### config.mk
export PLATFORM = sky130hd
export DESIGN_NAME = clkdiv_cfg_seq
export DESIGN_NICKNAME = d
export VERILOG_FILES = /design/src/rtl/clkdiv_pkg.sv /design/src/rtl/clkdiv_cfg_seq.sv
export SDC_FILE = /design/constraint.sdc
export NUM_CORES = 1
export LEC_CHECK = 0
export BUFFER_PORTS_ARGS = -buffer_cell sky130_fd_sc_hd__buf_2
export CAP_MARGIN = 20
export CORE_ASPECT_RATIO = 0.75
export CORE_MARGIN = 4
export CORE_UTILIZATION = 50
export CTS_CLUSTER_DIAMETER = 40
export DETAILED_ROUTE_END_ITERATION = 6
export PLACE_DENSITY = 0.72
export SYNTH_ARGS = -nofsm -noshare
export SYNTH_HDL_FRONTEND = slang
export SYNTH_SLANG_ARGS = --single-unit
### constraint.sdc
create_clock -name I_ref_clk -period 4.15 [get_ports I_ref_clk]
set_input_delay 0.2075 -clock I_ref_clk [delete_from_list [all_inputs] [get_ports I_ref_clk]]
set_output_delay 0.2075 -clock I_ref_clk [all_outputs]
set_load 0.03 [all_outputs]
### src/rtl/clkdiv_pkg.sv
// ---------------------------------------------------------------------------
// clkdiv_pkg
// Shared definitions for the configurable clock divider and its configuration
// sequencer: FSM state encoding, counter width and the default quiet/settle
// window lengths. The divider bench imports the same values.
// ---------------------------------------------------------------------------
package clkdiv_pkg;

    // Sequencer state encoding. Fixed values so that benches and debug
    // tooling can decode the state register directly.
    typedef enum logic [2:0] {
        ST_IDLE   = 3'd0,
        ST_RUN    = 3'd1,
        ST_GATE   = 3'd2,
        ST_LOAD   = 3'd3,
        ST_SETTLE = 3'd4
    } seq_state_t;

    // Window counter width. Both windows are limited to 1..15 cycles, so the
    // counter never needs to wrap.
    localparam int CNT_W = 4;

    localparam int DEF_QUIET_CYCLES  = 2;
    localparam int DEF_SETTLE_CYCLES = 2;

endpackage : clkdiv_pkg

### src/rtl/clkdiv_cfg_seq.sv
// ---------------------------------------------------------------------------
// clkdiv_cfg_seq
// Configuration sequencer in front of the clock divider. Accepts ratio change
// requests over a valid/ready handshake and, when the divider is running,
// drops its enable, waits a quiet window, loads the new ratio, waits a settle
// window and re-enables. The divider therefore never sees its ratio change
// while it is enabled. While the divider is idle, a new ratio is loaded
// directly.
//
// Ports:
//   I_ref_clk    in   1      reference clock (shared with the divider)
//   I_rst_n      in   1      asynchronous active-low reset
//   I_enable     in   1      global divider enable from the register file
//   I_cfg_ratio  in   RATIO  requested divide ratio
//   I_cfg_valid  in   1      request valid
//   o_cfg_ready  out  1      request can be accepted (IDLE or RUN)
//   o_div_ratio  out  RATIO  ratio driven to the divider (registered)
//   o_clk_en     out  1      enable driven to the divider (registered)
//   o_busy       out  1      gated change sequence in progress (registered)
//   o_ratio_upd  out  1      one-cycle pulse alongside each new o_div_ratio
// ---------------------------------------------------------------------------
module clkdiv_cfg_seq
    import clkdiv_pkg::*;
#(
    parameter int RATIO         = 8,
    parameter int DEFAULT_RATIO = 8,
    parameter int QUIET_CYCLES  = DEF_QUIET_CYCLES,
    parameter int SETTLE_CYCLES = DEF_SETTLE_CYCLES
) (
    input  logic             I_ref_clk,
    input  logic             I_rst_n,
    input  logic             I_enable,
    input  logic [RATIO-1:0] I_cfg_ratio,
    input  logic             I_cfg_valid,
    output logic             o_cfg_ready,
    output logic [RATIO-1:0] o_div_ratio,
    output logic             o_clk_en,
    output logic             o_busy,
    output logic             o_ratio_upd
);

    localparam logic [RATIO-1:0] DEF_RATIO   = RATIO'(DEFAULT_RATIO);
    // The counter starts at 0 on entry to a window, so a window of N cycles
    // ends when the counter holds N-1.
    localparam logic [CNT_W-1:0] QUIET_LAST  = CNT_W'(QUIET_CYCLES - 1);
    localparam logic [CNT_W-1:0] SETTLE_LAST = CNT_W'(SETTLE_CYCLES - 1);

    seq_state_t       r_state;
    logic [CNT_W-1:0] r_cnt;
    logic [RATIO-1:0] r_pending;
    logic [RATIO-1:0] r_div_ratio;
    logic             r_clk_en;
    logic             r_busy;
    logic             r_ratio_upd;

    logic             w_ready;
    logic             w_accept;

    // Ready is a pure decode of the state register so it carries no
    // combinational path from the request inputs.
    assign w_ready  = (r_state == ST_IDLE) || (r_state == ST_RUN);
    assign w_accept = I_cfg_valid && w_ready;

    always_ff @(posedge I_ref_clk or negedge I_rst_n) begin
        if (!I_rst_n) begin
            r_state     <= ST_IDLE;
            r_cnt       <= '0;
            r_pending   <= '0;
            r_div_ratio <= DEF_RATIO;
            r_clk_en    <= 1'b0;
            r_busy      <= 1'b0;
            r_ratio_upd <= 1'b0;
        end else begin
            r_ratio_upd <= 1'b0;
            case (r_state)
                ST_IDLE: begin
                    // Divider is already disabled: load directly. A pending
                    // enable is picked up on the following edge.
                    if (w_accept) begin
                        r_div_ratio <= I_cfg_ratio;
                        r_ratio_upd <= 1'b1;
                    end else if (I_enable) begin
                        r_state  <= ST_RUN;
                        r_clk_en <= 1'b1;
                    end
                end
                ST_RUN: begin
                    // Disable wins; a request arriving in the same cycle is
                    // dropped.
                    if (!I_enable) begin
                        r_state  <= ST_IDLE;
                        r_clk_en <= 1'b0;
                    end else if (w_accept && (I_cfg_ratio != r_div_ratio)) begin
                        r_pending <= I_cfg_ratio;
                        r_clk_en  <= 1'b0;
                        r_busy    <= 1'b1;
                        r_cnt     <= '0;
                        r_state   <= ST_GATE;
                    end
                end
                ST_GATE: begin
                    if (r_cnt == QUIET_LAST) begin
                        r_state <= ST_LOAD;
                    end else begin
                        r_cnt <= r_cnt + 1'b1;
                    end
                end
                ST_LOAD: begin
                    r_div_ratio <= r_pending;
                    r_ratio_upd <= 1'b1;
                    r_cnt       <= '0;
                    r_state     <= ST_SETTLE;
                end
                ST_SETTLE: begin
                    // I_enable is only consulted here, so dropping it mid
                    // sequence still lets the new ratio land.
                    if (r_cnt == SETTLE_LAST) begin
                        r_busy <= 1'b0;
                        if (I_enable) begin
                            r_state  <= ST_RUN;
                            r_clk_en <= 1'b1;
                        end else begin
                            r_state  <= ST_IDLE;
                        end
                    end else begin
                        r_cnt <= r_cnt + 1'b1;
                    end
                end
                default: begin
                    r_state  <= ST_IDLE;
                    r_clk_en <= 1'b0;
                    r_busy   <= 1'b0;
                end
            endcase
        end
    end

    assign o_cfg_ready = w_ready;
    assign o_div_ratio = r_div_ratio;
    assign o_clk_en    = r_clk_en;
    assign o_busy      = r_busy;
    assign o_ratio_upd = r_ratio_upd;

endmodule : clkdiv_cfg_seq

# Word level (Yosys, flattened, before mapping)
# Index checks and enable logic that the tools add are counted.
# Widths: inputs -> output; s select.
[totals] register_bits=26 inputBits=12
[op_classes] addsub=1 eq_ne=15 n_mux=26 bitwise_logic=2 n_reduce_logical=15
[ops] op="$mux 3" n=6
[ops] op="$pmux 8 s2" n=1
[ops] op="$pmux 3 s5" n=1
[ops] op="$ne 2x2->1 const B" n=7
[ops] op="$mux 4" n=3
[ops] op="$pmux 4 s3" n=1
[ops] op="$reduce_and 4->1" n=3
[ops] op="$mux 1" n=10
[ops] op="$mux 8" n=1
[ops] op="$ne 8x8->1" n=1
[ops] op="$eq 3x2->1 const B" n=2
[ops] op="$reduce_and 5->1" n=1
[ops] op="$add 4x1->4 const B" n=1
[ops] op="$eq 4x1->1 const B" n=1
[ops] op="$pmux 1 s4" n=1
[ops] op="$reduce_or 2->1" n=2
[ops] op="$eq 3x1->1 const B" n=1
[ops] op="$eq 3x3->1 const B" n=1
[ops] op="$logic_not 3->1" n=1
[ops] op="$ne 3x2->1 const B" n=1
[ops] op="$pmux 1 s3" n=1
[ops] op="$reduce_and 3->1" n=1
[ops] op="$reduce_bool 3->1" n=1
[ops] op="$reduce_or 3->1" n=1
[ops] op="7 further kinds" n=9

# Logic depth before layout (Yosys ltp)
[depth] ltp_word=7 depth_mapped=6 mapped_depth_nobuf=6

# Worst setup path after synthesis
# No wires, ideal clock.
[synth_path] path_kind="reg2reg" start="reg r_div_ratio[6] (netlist: o_div_ratio[6])" end="reg r_pending[0]" arrival_ns=1.764 required_ns=4.025 setup_slack_ns=2.260 stages_incl_launch_ff=6 n_path_buf=1 synth_period_minus_slack_ns=1.890 cell_sequence="dfrtp_1 xor2_1 nor4_2 a211o_1 buf_6 mux2_4"
[synth_between] elab_chain_len=3
[synth_lines] element="start, declared" line_no="clkdiv_cfg_seq.sv:51" rtl="logic [RATIO-1:0] r_div_ratio;"
[synth_lines] element="start signal, assigned" line_no="clkdiv_cfg_seq.sv:80" rtl="r_div_ratio <= I_cfg_ratio;"
[synth_lines] element="start signal, assigned" line_no="clkdiv_cfg_seq.sv:109" rtl="r_div_ratio <= r_pending;"
[synth_lines] element="$ne 8x8->1" line_no="clkdiv_cfg_seq.sv:93" rtl="end else if (w_accept && (I_cfg_ratio != r_div_ratio)) begin"
[synth_lines] element="$logic_and 1x1->1" line_no="clkdiv_cfg_seq.sv:93"
[synth_lines] element="$reduce_and 3->1 (no source line)"
[synth_lines] element="end signal, assigned" line_no="clkdiv_cfg_seq.sv:94" rtl="r_pending <= I_cfg_ratio;"
[synth_lines] element="end, declared" line_no="clkdiv_cfg_seq.sv:50" rtl="logic [RATIO-1:0] r_pending;"
# Every way passes these cells.
# A chain may end at the register's enable or synchronous reset.

# Worst setup path in the final report
[layout_path] start="reg r_div_ratio[3] (netlist: o_div_ratio[3])" end="reg r_pending[1]"
# The elaborated chain is that of the path after synthesis.

==> impl_metrics.env <==
export IMPL_status="finished, final reports clean"
export IMPL_antenna_found_initial=0
export IMPL_yosys_warnings=0
export IMPL_worst_ir_drop_vdd_v=0.000389
export IMPL_finalPower_uw=1400
export IMPL_synthMuxAreaShare_pct=15.9
export IMPL_path_class="reg2reg"
export IMPL_slew_violations=0
export IMPL_cp_start_kind="flip-flop"
export IMPL_syn_avg_cell_area_um2=10.3
export IMPL_cpPeakStageDelay_ps=560
export IMPL_setup_tns_ps=0
export IMPL_period_share_pct=50.6
export IMPL_clock_latency_ps=270
export IMPL_p_int_uw=804
export IMPL_io_pins=24
export IMPL_die_area_um2=4060
export IMPL_grt_ovfl_total=0
export IMPL_cts_sinks=26
export IMPL_cts_resized=0
export IMPL_drc=0
export IMPL_met2_length_um=1370
export IMPL_arrival_ps=2260
export IMPL_syn_inst=150
export IMPL_clock_path_buffers=2
export IMPL_top_layer_used="met4"
export IMPL_wl_per_cell_um=15.1
export IMPL_ys_types=43
export IMPL_clkPwrFrac_pct=15.1
export IMPL_synth_compound_area_share_pct=12.1
export IMPL_dr_pass1_iters=4
export IMPL_grt_usage_pct=16.2
export IMPL_synthFlopType="dfrtp_1"
export IMPL_cts_htree_levels=1
export IMPL_synth_fa_ha_area_share_pct=1.62
export IMPL_routed_wl_um=3160
export IMPL_num_rows=17
export IMPL_leakagePower_uw=0.000794
export IMPL_netlist_top_cell_by_area="dfrtp_1"
export IMPL_power_switching_uw=597
export IMPL_power_frac_comb_pct=47.1
export IMPL_hold_path_class="in2reg"
export IMPL_fin_crit_ps=2100
export IMPL_yosys_area_share_simple_pct=19.7
export IMPL_endpoint_kind="flip-flop"
export IMPL_crit_buf_inv=0
export IMPL_synthesis_nets=164
export IMPL_die_h_um=56.2
export IMPL_synth_seq_area_share_pct=42.2
export IMPL_grt_pass1_vias=1134
export IMPL_cp_top_family="flip-flops"
export IMPL_drv_cap=0
export IMPL_syn_to_final_growth_pct=12.9
export IMPL_cts_root_buf="clkbuf_8"
export IMPL_synth_async_sr_flop_share_pct=100
export IMPL_timing_critical_path_fanout_max=10
export IMPL_num_vias=1171
export IMPL_yosysTopAreaCellShare_pct=40.5
export IMPL_core_region_area_um2=2960
export IMPL_wl_met3_um=198
export IMPL_finalHoldViolations=0
export IMPL_nNetsFinal=186
export IMPL_setup_viol=0
export IMPL_synthTopCellsByArea="dfrtp_1 (40%), mux2_4 (7.8%), mux2i_1 (5.2%), xor2_1 (4.5%), a21oi_1 (3.9%)"
export IMPL_grt_max_degree=27
export IMPL_synth_top_family_by_area="simple AND/OR/NAND/NOR gates"
export IMPL_yosysMostFrequentCell="dfrtp_1"
export IMPL_syn_area_um2=1550
export IMPL_ant_nets=0
export IMPL_slew_headroom_pct=55.1
export IMPL_critPathRequiredTime_ps=4310
export IMPL_initial_core_util_pct=52.3
export IMPL_fill_cells=247
export IMPL_grt_pass1_wl_um=5280
export IMPL_synthTopCellsByCount="dfrtp_1 (25), nor2_1 (14), a21oi_1 (12)"
export IMPL_gp_congestion=0.845
export IMPL_seqPwrFrac_pct=37.8
export IMPL_cts_tree="done"
export IMPL_rsz0062_at_grt="no"
export IMPL_cts_reportedPaths_clkPinSlew_ps=100
export IMPL_synthXorXnorAreaFrac_pct=5.10
export IMPL_n_antenna_cell=0
export IMPL_avgViaCountPerCell=5.60
export IMPL_slowest_stage="dfstp_2"
export IMPL_sw_frac_of_total_pct=42.6
export IMPL_synth_edff_count=0
export IMPL_skew_ps=9.95
export IMPL_die_w_um=72.2
export IMPL_numPortBuffers=23
export IMPL_ys_ff_latch=26
export IMPL_numCtsBuffers=3
export IMPL_dpl_hpwl_um=2250
export IMPL_worst_slew_pin_slew_ps=671
export IMPL_drtIter0Drc=90
export IMPL_fmax_ghz=0.477
export IMPL_drt_met1_wl_um=1570
export IMPL_power_density_nw_per_um2=803
export IMPL_crit_chain="xor2_1, nor4_2, a211o_1, mux2_4"
export IMPL_layout_drive_gt1_share_pct=26.9
-- worst register-to-register path, delay by kind of cell, from the launching register on --
kind             cells  cell delay, ps
flip-flops           1             560
AND/OR/NAND/NOR      1             470
AO/OA/AOI/OAI        1             530
multiplexers         1             350
XOR/XNOR             1              70
-- final timing paths --
path | from | to | slack (ps) | cells past startpoint
setup / recovery | o_div_ratio[3]$_DFFE_PN1P_ | r_pending[1]$_DFFE_PN0P_ | 2050 | 4
min in group asynchronous | I_rst_n | o_div_ratio[2]$_DFFE_PN0P_ | 460 | 2
setup reg to reg | o_div_ratio[3]$_DFFE_PN1P_ | r_pending[1]$_DFFE_PN0P_ | 2050 | 4
hold / removal | I_cfg_ratio[5] | r_pending[5]$_DFFE_PN0P_ | 210 | 2
max in group asynchronous | I_rst_n | r_cnt[3]$_DFFE_PN0P_ | 3310 | 2
hold reg to reg | o_busy$_DFFE_PN0P_ | o_busy$_DFFE_PN0P_ | 520 | 2
-- kinds of logic (layout without fill, tap and decap cells) --
logic type	Yosys count	count (layout)
compound gates	31	31
xor+xnor	9	9
fa+ha+maj	2	2
buf+inv	9	30
flops	26	26
mux	20	20
simple gates	53	53
-- placed cells by master (no fill, tap or decap), types with 2 or more instances in the layout --
cell / netlist / routed
o211ai_1: 3 / 3
xor2_1: 8 / 8
nand3_1: 6 / 6
clkbuf_8: 0 / 3
nor2b_1: 2 / 2
nand2_1: 10 / 10
o21ai_0: 6 / 6
nor3b_1: 3 / 3
inv_1: 2 / 2
mux2i_1: 8 / 8
dfrtp_1: 25 / 25
nor2_1: 14 / 14
ha_1: 2 / 2
nand2b_1: 5 / 5
a22oi_1: 2 / 2
mux2_4: 8 / 8
a21oi_1: 12 / 12
nor4_2: 2 / 2
buf_2: 0 / 23
mux2_2: 4 / 4
-- flip-flops by register name (all words and copies together), names as in the netlist --
| register | flops |
|---|---|
| o_busy | 1 |
| o_div_ratio | 8 |
| r_cnt | 4 |
| o_clk_en | 1 |
| r_state | 3 |
| r_pending | 8 |
| o_ratio_upd | 1 |
-- power groups by stage --
stage,Sequential [µW],Clock [µW],Combinational (µW)
after detailed placement,530,0,660
final,529,212,660
after floorplan,577,0,460
after global placement,519,0,647
after global routing,549,223,722
after CTS,527,213,664
-- per-stage QoR --
step | instance area [µm²] | utilization [%] | std cells | setup WS (ps) | hold slack [ps]
floorplan | 1550 | - | 150 | 2260 | -88.1
global placement | 1660 | 56.3 | 204 | 2110 | 231
detailed placement | 1660 | 56.3 | 204 | 2070 | 239
CTS | 1750 | 59.0 | 209 | 2040 | 202
global route | 1750 | 59.0 | 209 | 1940 | 201
finish | 1750 | 59.0 | 209 | 2050 | 210
-- cell type report --
class                           count  area [µm²]  share of cell area, %
Clock inverter                      1        30.0                   1.72
Tap cell                           38        47.5                   2.72
Multi-Input combinational cell    115         842                   48.2
Clock buffer                        3        41.3                   2.37
Sequential cell                    26         652                   37.3
Timing Repair Buffer               24         125                   7.17
Inverter                            2        7.51                  0.430
-- layer usage --
layer	vias to the layer above	global-route usage, %
met5	-	0
met4	0	2.41
met3	2	4.69
met2	35	24.1
met1	556	23.5
li1	578	-
-- timing repair --
item,4_1_cts,5_1_grt
setup buffers,0,0
endpoints found under the hold margin,25,0
hold buffers,1,0
Power figures use the tool's default switching activity.
